--- src/rtl/prog_loader_if.sv ---
// prog_loader_if: the loader's stream and memory signals in one bundle.
//   Stream : s_valid, s_data[7:0], s_last (source -> loader); s_ready (loader -> source)
//   Memory : mem_addr, mem_en[3:0], mem_we, mem_din (loader -> memory);
//            mem_dout (memory -> loader, valid the cycle after a read)
// Modport master is the loader side, since the loader initiates every memory access.
// Modport slave is the environment side: the byte source plus the memory port.
interface prog_loader_if #(
  parameter int ADDR_W = 14
);
  logic              s_valid;
  logic              s_ready;
  logic [7:0]        s_data;
  logic              s_last;
  logic [ADDR_W-1:0] mem_addr;
  logic [3:0]        mem_en;
  logic              mem_we;
  logic [31:0]       mem_din;
  logic [31:0]       mem_dout;

  modport master (
    input  s_valid, s_data, s_last, mem_dout,
    output s_ready, mem_addr, mem_en, mem_we, mem_din
  );

  modport slave (
    output s_valid, s_data, s_last, mem_dout,
    input  s_ready, mem_addr, mem_en, mem_we, mem_din
  );
endinterface

--- src/rtl/prog_loader.sv ---
// prog_loader: boot image loader for one port of the program memory.
// Packs a byte stream little-endian into 32-bit words and writes them from
// BASE_ADDR upward. It then reads every word back, sums the read data and
// compares that sum with the sum of the written words. The CPU is held in
// reset until the image verifies.
// Ports:
//   clk, rst    clock, synchronous active-high reset
//   start       begin a load (honoured in IDLE, DONE and ERR only)
//   bus         stream handshake and memory port (prog_loader_if.master)
//   busy        in LOAD / WRITE / VERIFY
//   done        image written and verified
//   error       overflow or verify mismatch
//   word_count  words written during this load
//   checksum    mod-2^32 sum of the written words
//   cpu_hold    CPU reset request, low only in DONE
// Every output is registered. Its next value is decoded from the next state,
// so an output lines up with the state it belongs to.
module prog_loader #(
  parameter int ADDR_W      = 14,
  parameter int DEPTH_WORDS = 16384,
  parameter int BASE_ADDR   = 0
) (
  input  logic              clk,
  input  logic              rst,
  input  logic              start,
  prog_loader_if.master     bus,
  output logic              busy,
  output logic              done,
  output logic              error,
  output logic [ADDR_W:0]   word_count,
  output logic [31:0]       checksum,
  output logic              cpu_hold
);

  typedef enum logic [2:0] {
    S_IDLE, S_LOAD, S_WRITE, S_VRD, S_VCHK, S_DONE, S_ERR
  } state_t;

  localparam logic [ADDR_W-1:0] BASE  = ADDR_W'(BASE_ADDR);
  localparam logic [ADDR_W:0]   DEPTH = (ADDR_W+1)'(DEPTH_WORDS);

  state_t            state_q, state_d;
  logic [1:0]        byte_idx_q, byte_idx_d;
  logic [31:0]       pack_q, pack_d;
  logic              last_q, last_d;      // the word being written carried s_last
  logic [ADDR_W:0]   wc_q, wc_d;
  logic [31:0]       sum_q, sum_d;
  logic [ADDR_W:0]   vidx_q, vidx_d;
  logic [31:0]       vsum_q, vsum_d;

  logic              s_ready_q, s_ready_d;
  logic [3:0]        mem_en_q, mem_en_d;
  logic              mem_we_q, mem_we_d;
  logic [ADDR_W-1:0] mem_addr_q, mem_addr_d;
  logic [31:0]       mem_din_q, mem_din_d;
  logic              busy_q, busy_d;
  logic              done_q, done_d;
  logic              error_q, error_d;
  logic              cpu_hold_q, cpu_hold_d;

  logic [31:0]       word_nxt;
  logic [31:0]       vsum_nxt;
  logic [ADDR_W:0]   vidx_nxt;

  always_comb begin
    state_d    = state_q;
    byte_idx_d = byte_idx_q;
    pack_d     = pack_q;
    last_d     = last_q;
    wc_d       = wc_q;
    sum_d      = sum_q;
    vidx_d     = vidx_q;
    vsum_d     = vsum_q;
    mem_en_d   = 4'h0;
    mem_we_d   = 1'b0;
    mem_addr_d = '0;
    mem_din_d  = 32'h0;

    // Merge the incoming byte into its lane. Lanes not yet filled stay zero,
    // so a short final word is already zero-padded.
    word_nxt = pack_q | ({24'h0, bus.s_data} << {byte_idx_q, 3'b000});
    vsum_nxt = vsum_q + bus.mem_dout;
    vidx_nxt = vidx_q + 1'b1;

    case (state_q)
      S_IDLE, S_DONE, S_ERR: begin
        if (start) begin
          state_d    = S_LOAD;
          wc_d       = '0;
          sum_d      = 32'h0;
          byte_idx_d = 2'd0;
          pack_d     = 32'h0;
          last_d     = 1'b0;
        end
      end
      S_LOAD: begin
        if (bus.s_valid && s_ready_q) begin
          pack_d     = word_nxt;
          byte_idx_d = byte_idx_q + 2'd1;
          if (byte_idx_q == 2'd3 || bus.s_last) begin
            state_d = S_WRITE;
            last_d  = bus.s_last;
            // Set up the write strobe on entry to WRITE. A full memory
            // leaves the strobe low, so nothing is written.
            if (wc_q != DEPTH) begin
              mem_en_d   = 4'hF;
              mem_we_d   = 1'b1;
              mem_addr_d = BASE + wc_q[ADDR_W-1:0];
              mem_din_d  = word_nxt;
            end
          end
        end
      end
      S_WRITE: begin
        if (wc_q == DEPTH) begin
          state_d = S_ERR;
        end else begin
          wc_d       = wc_q + 1'b1;
          sum_d      = sum_q + pack_q;
          pack_d     = 32'h0;
          byte_idx_d = 2'd0;
          if (last_q) begin
            state_d    = S_VRD;
            vidx_d     = '0;
            vsum_d     = 32'h0;
            mem_en_d   = 4'hF;
            mem_addr_d = BASE;
          end else begin
            state_d = S_LOAD;
          end
        end
      end
      S_VRD: begin
        state_d = S_VCHK;
      end
      S_VCHK: begin
        // mem_dout holds the word requested during the previous VRD cycle.
        vsum_d = vsum_nxt;
        vidx_d = vidx_nxt;
        if (vidx_nxt == wc_q) begin
          state_d = (vsum_nxt == sum_q) ? S_DONE : S_ERR;
        end else begin
          state_d    = S_VRD;
          mem_en_d   = 4'hF;
          mem_addr_d = BASE + vidx_nxt[ADDR_W-1:0];
        end
      end
      default: state_d = S_IDLE;
    endcase

    s_ready_d  = (state_d == S_LOAD);
    busy_d     = (state_d == S_LOAD) || (state_d == S_WRITE) ||
                 (state_d == S_VRD)  || (state_d == S_VCHK);
    done_d     = (state_d == S_DONE);
    error_d    = (state_d == S_ERR);
    cpu_hold_d = (state_d != S_DONE);
  end

  always_ff @(posedge clk) begin
    if (rst) begin
      state_q    <= S_IDLE;
      byte_idx_q <= 2'd0;
      pack_q     <= 32'h0;
      last_q     <= 1'b0;
      wc_q       <= '0;
      sum_q      <= 32'h0;
      vidx_q     <= '0;
      vsum_q     <= 32'h0;
      s_ready_q  <= 1'b0;
      mem_en_q   <= 4'h0;
      mem_we_q   <= 1'b0;
      mem_addr_q <= '0;
      mem_din_q  <= 32'h0;
      busy_q     <= 1'b0;
      done_q     <= 1'b0;
      error_q    <= 1'b0;
      cpu_hold_q <= 1'b1;
    end else begin
      state_q    <= state_d;
      byte_idx_q <= byte_idx_d;
      pack_q     <= pack_d;
      last_q     <= last_d;
      wc_q       <= wc_d;
      sum_q      <= sum_d;
      vidx_q     <= vidx_d;
      vsum_q     <= vsum_d;
      s_ready_q  <= s_ready_d;
      mem_en_q   <= mem_en_d;
      mem_we_q   <= mem_we_d;
      mem_addr_q <= mem_addr_d;
      mem_din_q  <= mem_din_d;
      busy_q     <= busy_d;
      done_q     <= done_d;
      error_q    <= error_d;
      cpu_hold_q <= cpu_hold_d;
    end
  end

  assign bus.s_ready  = s_ready_q;
  assign bus.mem_en   = mem_en_q;
  assign bus.mem_we   = mem_we_q;
  assign bus.mem_addr = mem_addr_q;
  assign bus.mem_din  = mem_din_q;
  assign busy         = busy_q;
  assign done         = done_q;
  assign error        = error_q;
  assign word_count   = wc_q;
  assign checksum     = sum_q;
  assign cpu_hold     = cpu_hold_q;

endmodule

--- src/flat_wrapper.sv ---
// flat-port wrapper written by rule: the top's interface ports become plain ports
module prog_loader_flat 
#(
  parameter int ADDR_W      = 14,
  parameter int DEPTH_WORDS = 16384,
  parameter int BASE_ADDR   = 0
)
  (clk, rst, start, busy, done, error, word_count, checksum, cpu_hold, bus_s_valid, bus_s_data, bus_s_last, bus_mem_dout, bus_s_ready, bus_mem_addr, bus_mem_en, bus_mem_we, bus_mem_din);
  prog_loader_if #(.ADDR_W(ADDR_W)) bus_i ();
  input  logic clk;
  input  logic rst;
  input  logic start;
  output logic busy;
  output logic done;
  output logic error;
  output logic [ADDR_W:0] word_count;
  output logic [31:0] checksum;
  output logic cpu_hold;
  input wire logic [$bits(bus_i.s_valid)-1:0] bus_s_valid;
  input wire logic [$bits(bus_i.s_data)-1:0] bus_s_data;
  input wire logic [$bits(bus_i.s_last)-1:0] bus_s_last;
  input wire logic [$bits(bus_i.mem_dout)-1:0] bus_mem_dout;
  output wire logic [$bits(bus_i.s_ready)-1:0] bus_s_ready;
  output wire logic [$bits(bus_i.mem_addr)-1:0] bus_mem_addr;
  output wire logic [$bits(bus_i.mem_en)-1:0] bus_mem_en;
  output wire logic [$bits(bus_i.mem_we)-1:0] bus_mem_we;
  output wire logic [$bits(bus_i.mem_din)-1:0] bus_mem_din;
  assign bus_i.s_valid = bus_s_valid;
  assign bus_i.s_data = bus_s_data;
  assign bus_i.s_last = bus_s_last;
  assign bus_i.mem_dout = bus_mem_dout;
  assign bus_s_ready = bus_i.s_ready;
  assign bus_mem_addr = bus_i.mem_addr;
  assign bus_mem_en = bus_i.mem_en;
  assign bus_mem_we = bus_i.mem_we;
  assign bus_mem_din = bus_i.mem_din;
  prog_loader #(.ADDR_W(ADDR_W), .DEPTH_WORDS(DEPTH_WORDS), .BASE_ADDR(BASE_ADDR)) u_core (.clk(clk), .rst(rst), .start(start), .bus(bus_i), .busy(busy), .done(done), .error(error), .word_count(word_count), .checksum(checksum), .cpu_hold(cpu_hold));
endmodule
--- config.mk ---
export PLATFORM = sky130hd
export DESIGN_NAME = prog_loader_flat
export DESIGN_NICKNAME = d
export VERILOG_FILES = /design/src/rtl/prog_loader_if.sv /design/src/rtl/prog_loader.sv /design/src/flat_wrapper.sv
export SDC_FILE = /design/constraint.sdc
export NUM_CORES = 1
export LEC_CHECK = 0
export CORE_ASPECT_RATIO = 1.25
export CORE_MARGIN = 1.5
export CORE_UTILIZATION = 50
export CTS_BUF_LIST = sky130_fd_sc_hd__clkbuf_4
export DETAILED_ROUTE_END_ITERATION = 16
export PLACE_DENSITY = 0.78
export SYNTH_ARGS = -nofsm -noshare
export SYNTH_HDL_FRONTEND = slang
export SYNTH_SLANG_ARGS = --single-unit
--- constraint.sdc ---
create_clock -name clk -period 6.1 [get_ports clk]
set_input_delay 1.22 -clock clk [delete_from_list [all_inputs] [get_ports clk]]
set_output_delay 1.22 -clock clk [all_outputs]
set_load 0.03 [all_outputs]
---- After elaboration in Yosys (flattened, before gate mapping) ----
Cells that the tools add are included.
word-level totals
  register bits after elaboration ......... 188
  output and inout port bits .............. 103
operators by class
  add/subtract/negate cells ............... 5
  eq/ne operators ......................... 23
  shift-type cells ........................ 1
  multiplexer cells ....................... 44
  bitwise gates (word level) .............. 5
  reductions and logical operators ........ 17
operator list
  operator                                        count
  2-to-1 mux 32 bit                               6
  case mux 32 bit (2 select lines)                2
  case mux 32 bit (3 select lines)                1
  adder 32 bit                                    2
  2-to-1 mux 15 bit                               4
  case mux 15 bit (2 select lines)                2
  2-to-1 mux 14 bit                               4
  == test 32 bit                                  1
  OR 32 bit                                       1
  left shift 8 x 5 -> 32 bit                      1
  adder 15 x 1 -> 15 bit (second input constant)  2
  case mux 14 bit (2 select lines)                1
  2-to-1 mux 4 bit                                6
  == test 3 bit (second input constant)           6
  == test 15 bit                                  1
  == test 15 bit (second input constant)          1
  2-to-1 mux 3 bit                                5
  != test 15 bit (second input constant)          1
  case mux 3 bit (5 select lines)                 1
  == test 3 x 2 -> 1 bit (second input constant)  4
  case mux 4 bit (3 select lines)                 1
  2-to-1 mux 2 bit                                5
  AND reduction 4 bit                             2
  == test 3 x 1 -> 1 bit (second input constant)  2
  18 further kinds                                33

---- Depth between registers and ports, before layout ----
Gate-level depths: netlist of run 1.
  word-level depth ........................ 9
  gate-level depth with buffers ........... 15
  mapped depth without buffers ............ 15

---- Worst setup path before layout of run 1 ----
No wires, ideal clock.
  kind .................................... input -> register
  start point ............................. input port bus_mem_dout[0]
  end point ............................... register u_core.error_q, in the netlist u_core.error
  arrival ................................. 4.823 ns
  data required time ...................... 5.985 ns
  setup slack ............................. 1.162 ns
  stages on the path ...................... 15
  buffers on the path ..................... 0
  path through ............................ ha_1 > inv_1 > fa_1 > nor2b_1 > o2111ai_1 > a31oi_1 > nor2_1 > xnor3_1 > a211oi_1 > nand4_1 > or4_1 > or4_1 > or4b_1 > nor2b_1 > o21a_1
on the way
  longest elaborated chain between the ends .. 6
RTL lines
  what                             line                RTL
  start, declared                  flat_wrapper.sv:22  input wire logic [$bits(bus_i.mem_dout)-1:0] bus_mem_dout;
  adder 32 bit                     prog_loader.sv:82   vsum_nxt = vsum_q + bus.mem_dout;
  == test 32 bit                   prog_loader.sv:141  state_d = (vsum_nxt == sum_q) ? S_DONE : S_ERR;
  2-to-1 mux 2 bit                 prog_loader.sv:141
  2-to-1 mux 3 bit                 prog_loader.sv:140  if (vidx_nxt == wc_q) begin
  case mux 3 bit (5 select lines)  prog_loader.sv:85   case (state_q)
  == test 3 bit                    prog_loader.sv:155  error_d = (state_d == S_ERR);
  end signal, assigned             prog_loader.sv:194  error_q <= error_d;
  end, declared                    prog_loader.sv:58   logic error_q, error_d;
Every way passes these cells.
A chain may end at the register's enable or synchronous reset.

---- Worst setup path in the final report of run 1 ----
  start point ............................. input port bus_mem_dout[0]
  end point ............................... register u_core.cpu_hold_q, in the netlist u_core.cpu_hold
on the way
  longest elaborated chain between the ends .. 6
RTL lines
  what                             line                RTL
  adder 32 bit                     prog_loader.sv:82
  == test 32 bit                   prog_loader.sv:141
  2-to-1 mux 2 bit                 prog_loader.sv:141
  2-to-1 mux 3 bit                 prog_loader.sv:140
  case mux 3 bit (5 select lines)  prog_loader.sv:85
  != test 3 bit                    prog_loader.sv:156  cpu_hold_d = (state_d != S_DONE);
  end signal, assigned             prog_loader.sv:195  cpu_hold_q <= cpu_hold_d;
  end, declared                    prog_loader.sv:59   logic cpu_hold_q, cpu_hold_d;
Every way passes these cells.

==> results of run 1 <==
==> routing by layer <==
| layer | track usage | vias up |
|---|---|---|
| met3 | 0.0441 | 100 |
| met2 | 0.525 | 456 |
| met5 | 0 | - |
| li1 | - | 5244 |
| met1 | 0.373 | 5273 |
| met4 | 0.119 | 0 |
==> area by class of cell <==
type / instances / area (um2)
sequential: 185 / 3700
inverter: 34 / 128
timing repair buffer: 169 / 1630
fill: 1997 / 8940
clock buffer: 17 / 128
multi-input combinational: 1087 / 7030
antenna: 1 / 2.50
clock inverter: 15 / 218
tap: 283 / 354
==> placed cells by master (no fill, tap or decap), drive strengths merged, types with 5 or more instances in the layout <==
cell type	instances
nor4b	8
or3	11
and3	5
clkbuf	17
clkdlybuf4s50	146
and2	12
nor2	234
nand4	18
o2111ai	7
o21a	13
nand2b	7
a31oi	13
nor4	10
o21bai	7
inv	43
a22oi	103
xnor3	6
nand2	77
clkinv	6
o31ai	8
a211oi	8
nor2b	15
dfxtp	185
nand3	40
o21ai	51
nand3b	6
ha	66
a21o	24
o211ai	6
a21oi	122
nor3	29
xor2	31
xnor2	78
buf	23
==> path summary, 6_finish.rpt <==
check | to | start | slack (ns) | cells past startpoint
max | u_core.cpu_hold$_SDFF_PP1_ | bus_mem_dout[0] | 0.71 | 16
max reg2reg | u_core.cpu_hold$_SDFF_PP1_ | u_core.vsum_q[0]$_SDFFE_PP0P_ | 1.42 | 15
min reg2reg | u_core.vsum_q[28]$_SDFFE_PP0P_ | u_core.vsum_q[28]$_SDFFE_PP0P_ | 0.49 | 2
min | u_core.vsum_q[28]$_SDFFE_PP0P_ | u_core.vsum_q[28]$_SDFFE_PP0P_ | 0.49 | 2
==> flip-flops by register name, indices dropped and copies added, names as in the netlist <==
name and flops:
u_core.pack_q 32, u_core.bus.mem_addr 14, u_core.done 1, u_core.last_q 1, u_core.busy 1, u_core.bus.s_ready 1
u_core.bus.mem_en 1, u_core.vidx_q 15, u_core.byte_idx_q 2, u_core.cpu_hold 1, u_core.bus.mem_we 1, u_core.vsum_q 32
u_core.bus.mem_din 32, u_core.word_count 15, u_core.checksum 32, u_core.error 1, u_core.state_q 3
==> power by group <==
part,internal (mW),switching [mW]
registers,1.21,0.00447
clock network,0.218,0.568
logic,0.0804,0.132
total,1.51,0.705
==> cell families (layout without fill, tap and decap cells) <==
logic type,Yosys count,in the layout,synth area share
AND/OR/NAND/NOR,489,489,0.201
multiplexers,5,5,0.00468
AO/OA/AOI/OAI,410,410,0.244
other,0,1,0
buffers and inverters,130,235,0.0459
flip-flops,185,185,0.330
XOR/XNOR,115,115,0.0970
adder cells (fa/ha/maj),68,68,0.0771
==> critical path: cells and delay by family <==
kind / cells / cell delay (ns)
xor+xnor: 1 / 0.20
buf+inv: 2 / 0.53
fa+ha+maj: 2 / 0.60
simple gates: 6 / 2.26
compound gates: 5 / 1.09
==> metrics by stage <==
stage	setup slack [ns]	instance area (um2)	utilization
floorplan	1.16	11200	-
global placement	0.278	12800	0.581
detailed placement	0.156	12800	0.581
CTS	0.821	13200	0.596
global route	0.413	13200	0.596
finish	0.709	13200	0.596
==> results.md, run 1 <==
Run status:
- The run finished with clean final reports.

Pwr:
- Summed over all cells, the static leakage comes to 5.05 nW.
- The sum of internal, switching and leakage power is ~2.2 mW.
- Dividing total power by cell area gives a power density of 168 nW/um2.
- Across the VDD grid, the largest voltage drop is 0.151 mV.

Timing:
- The worst-case clock skew is 0.0357 ns.
- The ratio of final minimum period to clock period is 0.884.
- The highest clock frequency the design can meet is 185 MHz.
- The number of setup violations in the final report is 0.
- Setup repair after global routing left no endpoint under its margin.
- The final-report max-slew violation count is 0.
- At the pin with the least slew margin, the transition time is 1.04 ns.
- Counting I/O delays and the setup requirement, the final critical path takes 5.39 ns.
- Summed over all failing endpoints, the final setup total negative slack is 0 ns.
- The worst pin sits at a relative slew slack of 0.301.
- On the final layout, the worst hold slack is slightly below 0.5 ns.
- The number of hold-slack violations in the final timing report is 0.

Routing:
- The routed layout has 11100 vias.
- For this block, wires on met1 add up to 14600 um.
- For this block, the initial DRC count from the detailed router was just under 900.
- The detail route stage leaves a number of antenna-violating nets equal to 0.
- For this run, design rule violations remaining after detail routing come to 0.
- The mean routed wirelength per cell is 19.7 um.
- In the detailed route, the total length drawn on met2 is 17100 um.
- The routed design uses 2160 um of met3 wire.
- The pre-antenna-repair detailed-routing pass consisted of 8 iterations.
- The post-detailed-route via-to-cell ratio is a little over 6.
- After detailed routing, no signal wire sits above met4.
- After detailed routing, the total wire length is approximately 35000 um.

Synthesis:
- The number of nets in the synthesized netlist is 1515.
- Yosys attributes the largest share of cell area to dfxtp_1 33%, nor2_1 7.8%, ha_1 7.4%.
- The total number of yosys warnings is 0.
- The fraction of synthesized cell area taken by the top area cell type is 0.330.
- The summed instance area of the synthesized netlist is 11200 um2.
- By count the netlist is led by 234 x nor2_1, 185 x dfxtp_1, 122 x a21oi_1, 103 x a22oi_1, 78 x xnor2_1.
- The flip-flop and latch count after synthesis is 185.
- dfxtp_1 takes more of the synthesized area than any other cell.
- After synthesis, the share of flip-flops with an asynchronous set or reset is 0.
- The synthesized instance count is 1402.
- The netlist uses 75 different library cells.
- In the synthesized netlist the dominant register cell turns out to be dfxtp_1.
- The average instance in the mapped netlist occupies 8.01 um2.
- Counting flops with a built-in enable in the synthesized netlist gives 0.
- The cell with the most instances after synthesis is nor2_1.
- The share of the Yosys chip area taken by registers is 0.330.

Floorplan:
- The die is 137 um wide.
- The number of ports placed on the die boundary is 148.
- After floorplanning, the core was sized to cover 22100 um2.
- For this configuration, the core starts out at a cell density of 0.507.
- In this run the vertical extent of the chip is 171 um.
- The die area is about 23000 um2.
- The floorplan has 61 rows.

Setup path:
- The endpoint type of the worst setup path is a flop.
- At the worst endpoint, the arrival time is 5.90 ns.
- By instance count, the cell type seen most on the critical path is or4_1.
- Of all nets on the critical path, the largest fanout is 4.
- The slowest stage of the critical path belongs to the cell or4_1.
- The worst setup path is of the input pin to flop kind.
- At the worst endpoint, the required time is 6.60 ns.
- The delay of the slowest cell on the worst path is 0.60 ns.
- STA classifies the critical path startpoint as an input pin.
- The signal on the critical path passes through clkdlybuf4s50_1, ha_1, inv_1, fa_1, nor2b_1, o2111ai_1, nand3_1, a31oi_1, o21ai_1, xnor2_1, o211ai_1, or4_1, or4_1, nor3_1, a21oi_1, or4_1.

Cells and area:
- In the final layout, the share of cells above drive strength 1 is 0.0511.
- The final layout contains between 1500 and 2000 nets.
- The final instance count without filler cells is approximately 1800.
- The synthesis-to-finish area growth is 17.5%.

Global route:
- The number of antenna violations at the first check in global routing is 1.
- Across every metal layer, demand over resource in global routing totals 0.302.
- The number of global-route vias before repair is 10300.
- The pin count of the biggest net entering global routing is 77.
- The global route total overflow is 0.
- The first global-routing pass estimated 54900 um of wire.

Clock network:
- The total setup buffers inserted after CTS is 0.
- No sink is reached through more buffers than the 2 on the longest clock path.
- The number of levels in the clock H-tree is 4.
- The number of sinks driven by the clock tree is 185.
- The number of resized instances in the post-cts repair step is 0.
- TritonCTS built the clock tree.
- The clock buffer count from CTS is 17.
- The insertion delay of the later-clocked pin in the worst-skew pair is between 0.6 and 0.7 ns.
- In this run the clock root is driven by a clkbuf_4.
- After clock tree synthesis, the clock-pin slew on the worst setup and hold paths is 0.18 ns.
- Buffers inserted to repair hold after CTS numbered 0.

Place:
- The wire-length estimate of the detail-placed layout is 26600 um.
- Counting tap cells, the placed design contains a total of 1758 instances.
- The routability congestion estimate is 0.966.
- The count of buffers inserted at the top-level ports is between 100 and 150.

Flow run:
- The number of max-cap violations is 0.

Worst hold path:
- The min-delay analysis places its worst path in the category flop to flop.
Note: power is estimated with default switching activity, not from simulation.
==> run 2, diff against run 1 <==
- CTS_CLUSTER_DIAMETER: not set -> 60
- GPL_TIMING_DRIVEN: not set -> 0
==> results.md, run 2 (synthesized netlist as in run 1, its figures left out) <==
Timing:
- The final worst setup slack is 0.455 ns (-0.254 ns).
- The setup TNS is 0 ns (unchanged).
- The number of hold-slack violations in the final timing report came to 0 (unchanged).
- The highest clock frequency the design can meet is 177 MHz (-4.5%).
- The transition time of the tightest slew-check pin is 0.993 ns (-0.0471 ns).
- The final-report max-slew violation count was 0 (unchanged).
- The number of setup violations in the final report is 0 (unchanged).
- The worst-case headroom to the max-slew limit was 0.332 (+0.0306).
- Setup repair after global routing left no endpoint under its margin.
- The worst-case clock skew is 0.0312 ns (-0.00446 ns).
- The minimum clock period is 5.64 ns (+0.254 ns).
- The ratio of final minimum period to clock period was 0.925 (+0.0416).

Cells and area:
- The share of the core filled with cells in the final layout is 0.602 (+0.00531).
- Leaving out fill and tap cells, the most frequent cell in the layout is nor2_1.
- Compared with the post-synthesis result, the final layout area differs by 18.6%.
- The library cells used most frequently in the layout, excluding fill and tap cells, are 234 x nor2_1, 185 x dfxtp_1, 138 x clkdlybuf4s50_1.
- The proportion of layout cells with a drive suffix above 1 was 0.0375 (-0.0136).
- The number of nets in the final layout is 1672 (+4.0%).

Setup path:
- The most repeated library cell on the critical path is or4_1.
- The master of the slowest instance on the critical path is or4_1.
- The data required time of the worst path was 6.63 ns (+0.03 ns).
- On the critical path the largest part of the delay comes from simple AND/OR/NAND/NOR gates.
- The arrival time reported for the critical path endpoint is 6.18 ns (+0.28 ns).
- The delay of the slowest cell on the worst path is 0.61 ns (about the same).
- The endpoint type of the worst setup path is a flop.
- The peak fanout along the critical path is 3 (-1).
- The critical path buffer and inverter count is 2 (unchanged).
- The critical path in this run is classified as input pin to flop.
- The worst setup path is launched from an input pin.
- The signal on the critical path passes through clkdlybuf4s50_1, ha_1, inv_1, fa_1, nor2b_1, o2111ai_1, a31oi_1, nor2_1, xnor3_1, a211oi_1, nand4_1, or4_1, or4_1, nor3_1, a21oi_1, or4_1.

Routing:
- The via total after detailed routing is 11300 (+2.4%).
- The post-detailed-route count of antenna-violating nets is 0 (unchanged).
- The post-route DRC violation count was 0 (unchanged).
- The post-detailed-route via-to-cell ratio is 6.11 (-1.2%).
- The post-detailed-routing wire length was 35700 um (+1.1%).
- The mean routed wirelength per cell is 19.3 um (-2.5%).
- The iteration count of the initial detailed-routing pass is 9 (+1).
- The number of design-rule violations left by the first detailed-router iteration came to 894 (+0.79%).

Floorplan:
- The die area is 23400 um2 (unchanged).
- The number of rows in the core area is 61 (unchanged).
- The starting density of the core is 0.507 (unchanged).
- The horizontal extent of the die was 137 um (unchanged).
- The core area is 22100 um2 (unchanged).
- The number of ports placed on the die boundary is 148 (unchanged).
- The height of the die is 171 um (unchanged).

Run status:
- The run finished with clean final reports.

Clock network:
- The clock tree root buffer cell is clkbuf_4.
- The number of hold buffers added after cts was 0 (unchanged).
- The clock buffer count from CTS is 17 (unchanged).
- The TritonCTS clock tree is yes.
- The number of levels in the clock H-tree is 4 (unchanged).
- The number of sinks driven by the clock tree is 185 (unchanged).
- The maximum buffer depth of the clock tree came to 2 (unchanged).
- The total setup buffers inserted after CTS came to 0 (unchanged).
- The insertion delay of the later-clocked pin in the worst-skew pair was 0.63 ns (about the same).
- The clock-pin transition on the worst setup and hold timing paths was 0.20 ns (+0.02 ns).
- The number of resized instances in the post-cts repair step is 0 (unchanged).

Global route:
- The all-layer global routing usage was 0.306 (+0.00405).
- The pin count of the biggest net entering global routing was 24 (-69%).
- The global route total overflow came to 0 (unchanged).
- The global-route wire length before repair was 55400 um (+0.87%).
- The number of antenna violations at the first check in global routing was 1 (unchanged).
- The number of global-route vias before repair is 10300 (-0.12%).

Pwr:
- The leakage power came to 5.05 nW (about the same).
- The peak supply drop is 0.132 mV (-12%).
- The power density normalized to cell area is 167 nW/um2 (-0.76%).

Place:
- The sum of net half-perimeters after detailed placement was 27700 um (+4.1%).
- The routability congestion estimate came to 0.980 (+1.4%).
- The count of buffers inserted at the top-level ports came to 138 (-6.1%).
- The worst slack at placement came to -0.153 ns (-0.309 ns).

Worst hold path:
- The path type of the worst min-delay path is flop to flop.

Flow run:
- The number of max-cap violations is 0 (unchanged).
-- run 2: cell count changes in the layout (fill, tap and decap cells not counted), moves of 2 or more --
cell	before	now
inv_8	3	1
buf_4	23	4
clkbuf_1	0	68
clkdlybuf4s50_1	146	138
buf_2	0	4
buf_1	0	19
-- run 2: final cells by class --
cell class              instances  area (um2)
clock buffers                  17         128
well taps                     283         354
repair buffers                138        1380
plain buffers                  96         388
inverters                      34         128
diodes                          1        2.50
fillers                      2050        8820
clock inverters                15         220
multi-input cells            1087        7010
flip-flops and latches        185        3700
-- run 2: worst reg2reg max path, stage by stage (launching register included) --
cell       delay, ns
dfxtp_1         0.37
ha_1            0.19
inv_1           0.07
fa_1            0.43
nor2b_1         0.24
o2111ai_1       0.20
a31oi_1         0.39
nor2_1          0.14
xnor3_1         0.20
a211oi_1        0.32
nand4_1         0.16
or4_1           0.56
or4_1           0.62
nor3_1          0.38
a21oi_1         0.18
or4_1           0.43
-- run 2: path summary, 6_finish.rpt --
kind                                       start                             end  slack [ns]  depth (start not counted)
hold / removal    u_core.vsum_q[28]$_SDFFE_PP0P_  u_core.vsum_q[28]$_SDFFE_PP0P_        0.48                          2
setup reg to reg   u_core.vsum_q[0]$_SDFFE_PP0P_      u_core.cpu_hold$_SDFF_PP1_        1.15                         15
hold reg to reg   u_core.vsum_q[28]$_SDFFE_PP0P_  u_core.vsum_q[28]$_SDFFE_PP0P_        0.48                          2
setup / recovery                 bus_mem_dout[0]      u_core.cpu_hold$_SDFF_PP1_        0.46                         16
-- run 2: through the flow --
stage	total power, mW	hold WS, ns	area, um2	cells
6_report	2.22	0.484	13300	1856
5_1_grt	2.29	0.507	13300	1856
4_1_cts	2.23	0.481	13300	1855
3_5_place_dp	1.45	0.459	13000	1823
3_3_place_gp	1.45	0.446	13000	1823
2_1_floorplan	1.37	0.440	11200	1402
-- run 2: metal layers --
layer | share of wire | vias to the layer above | track usage
met3 | 0.068 | 86 | 0.0418
met4 | 0.042 | 0 | 0.133
met5 | 0 | - | 0
li1 | - | 5391 | -
met2 | 0.48 | 436 | 0.513
met1 | 0.42 | 5421 | 0.391
-- run 2: power by group --
part / total [mW] / internal, mW / switching, mW
sequential: 1.22 / 1.21 / 0.00391
combinational: 0.212 / 0.0763 / 0.136
clock: 0.791 / 0.219 / 0.571
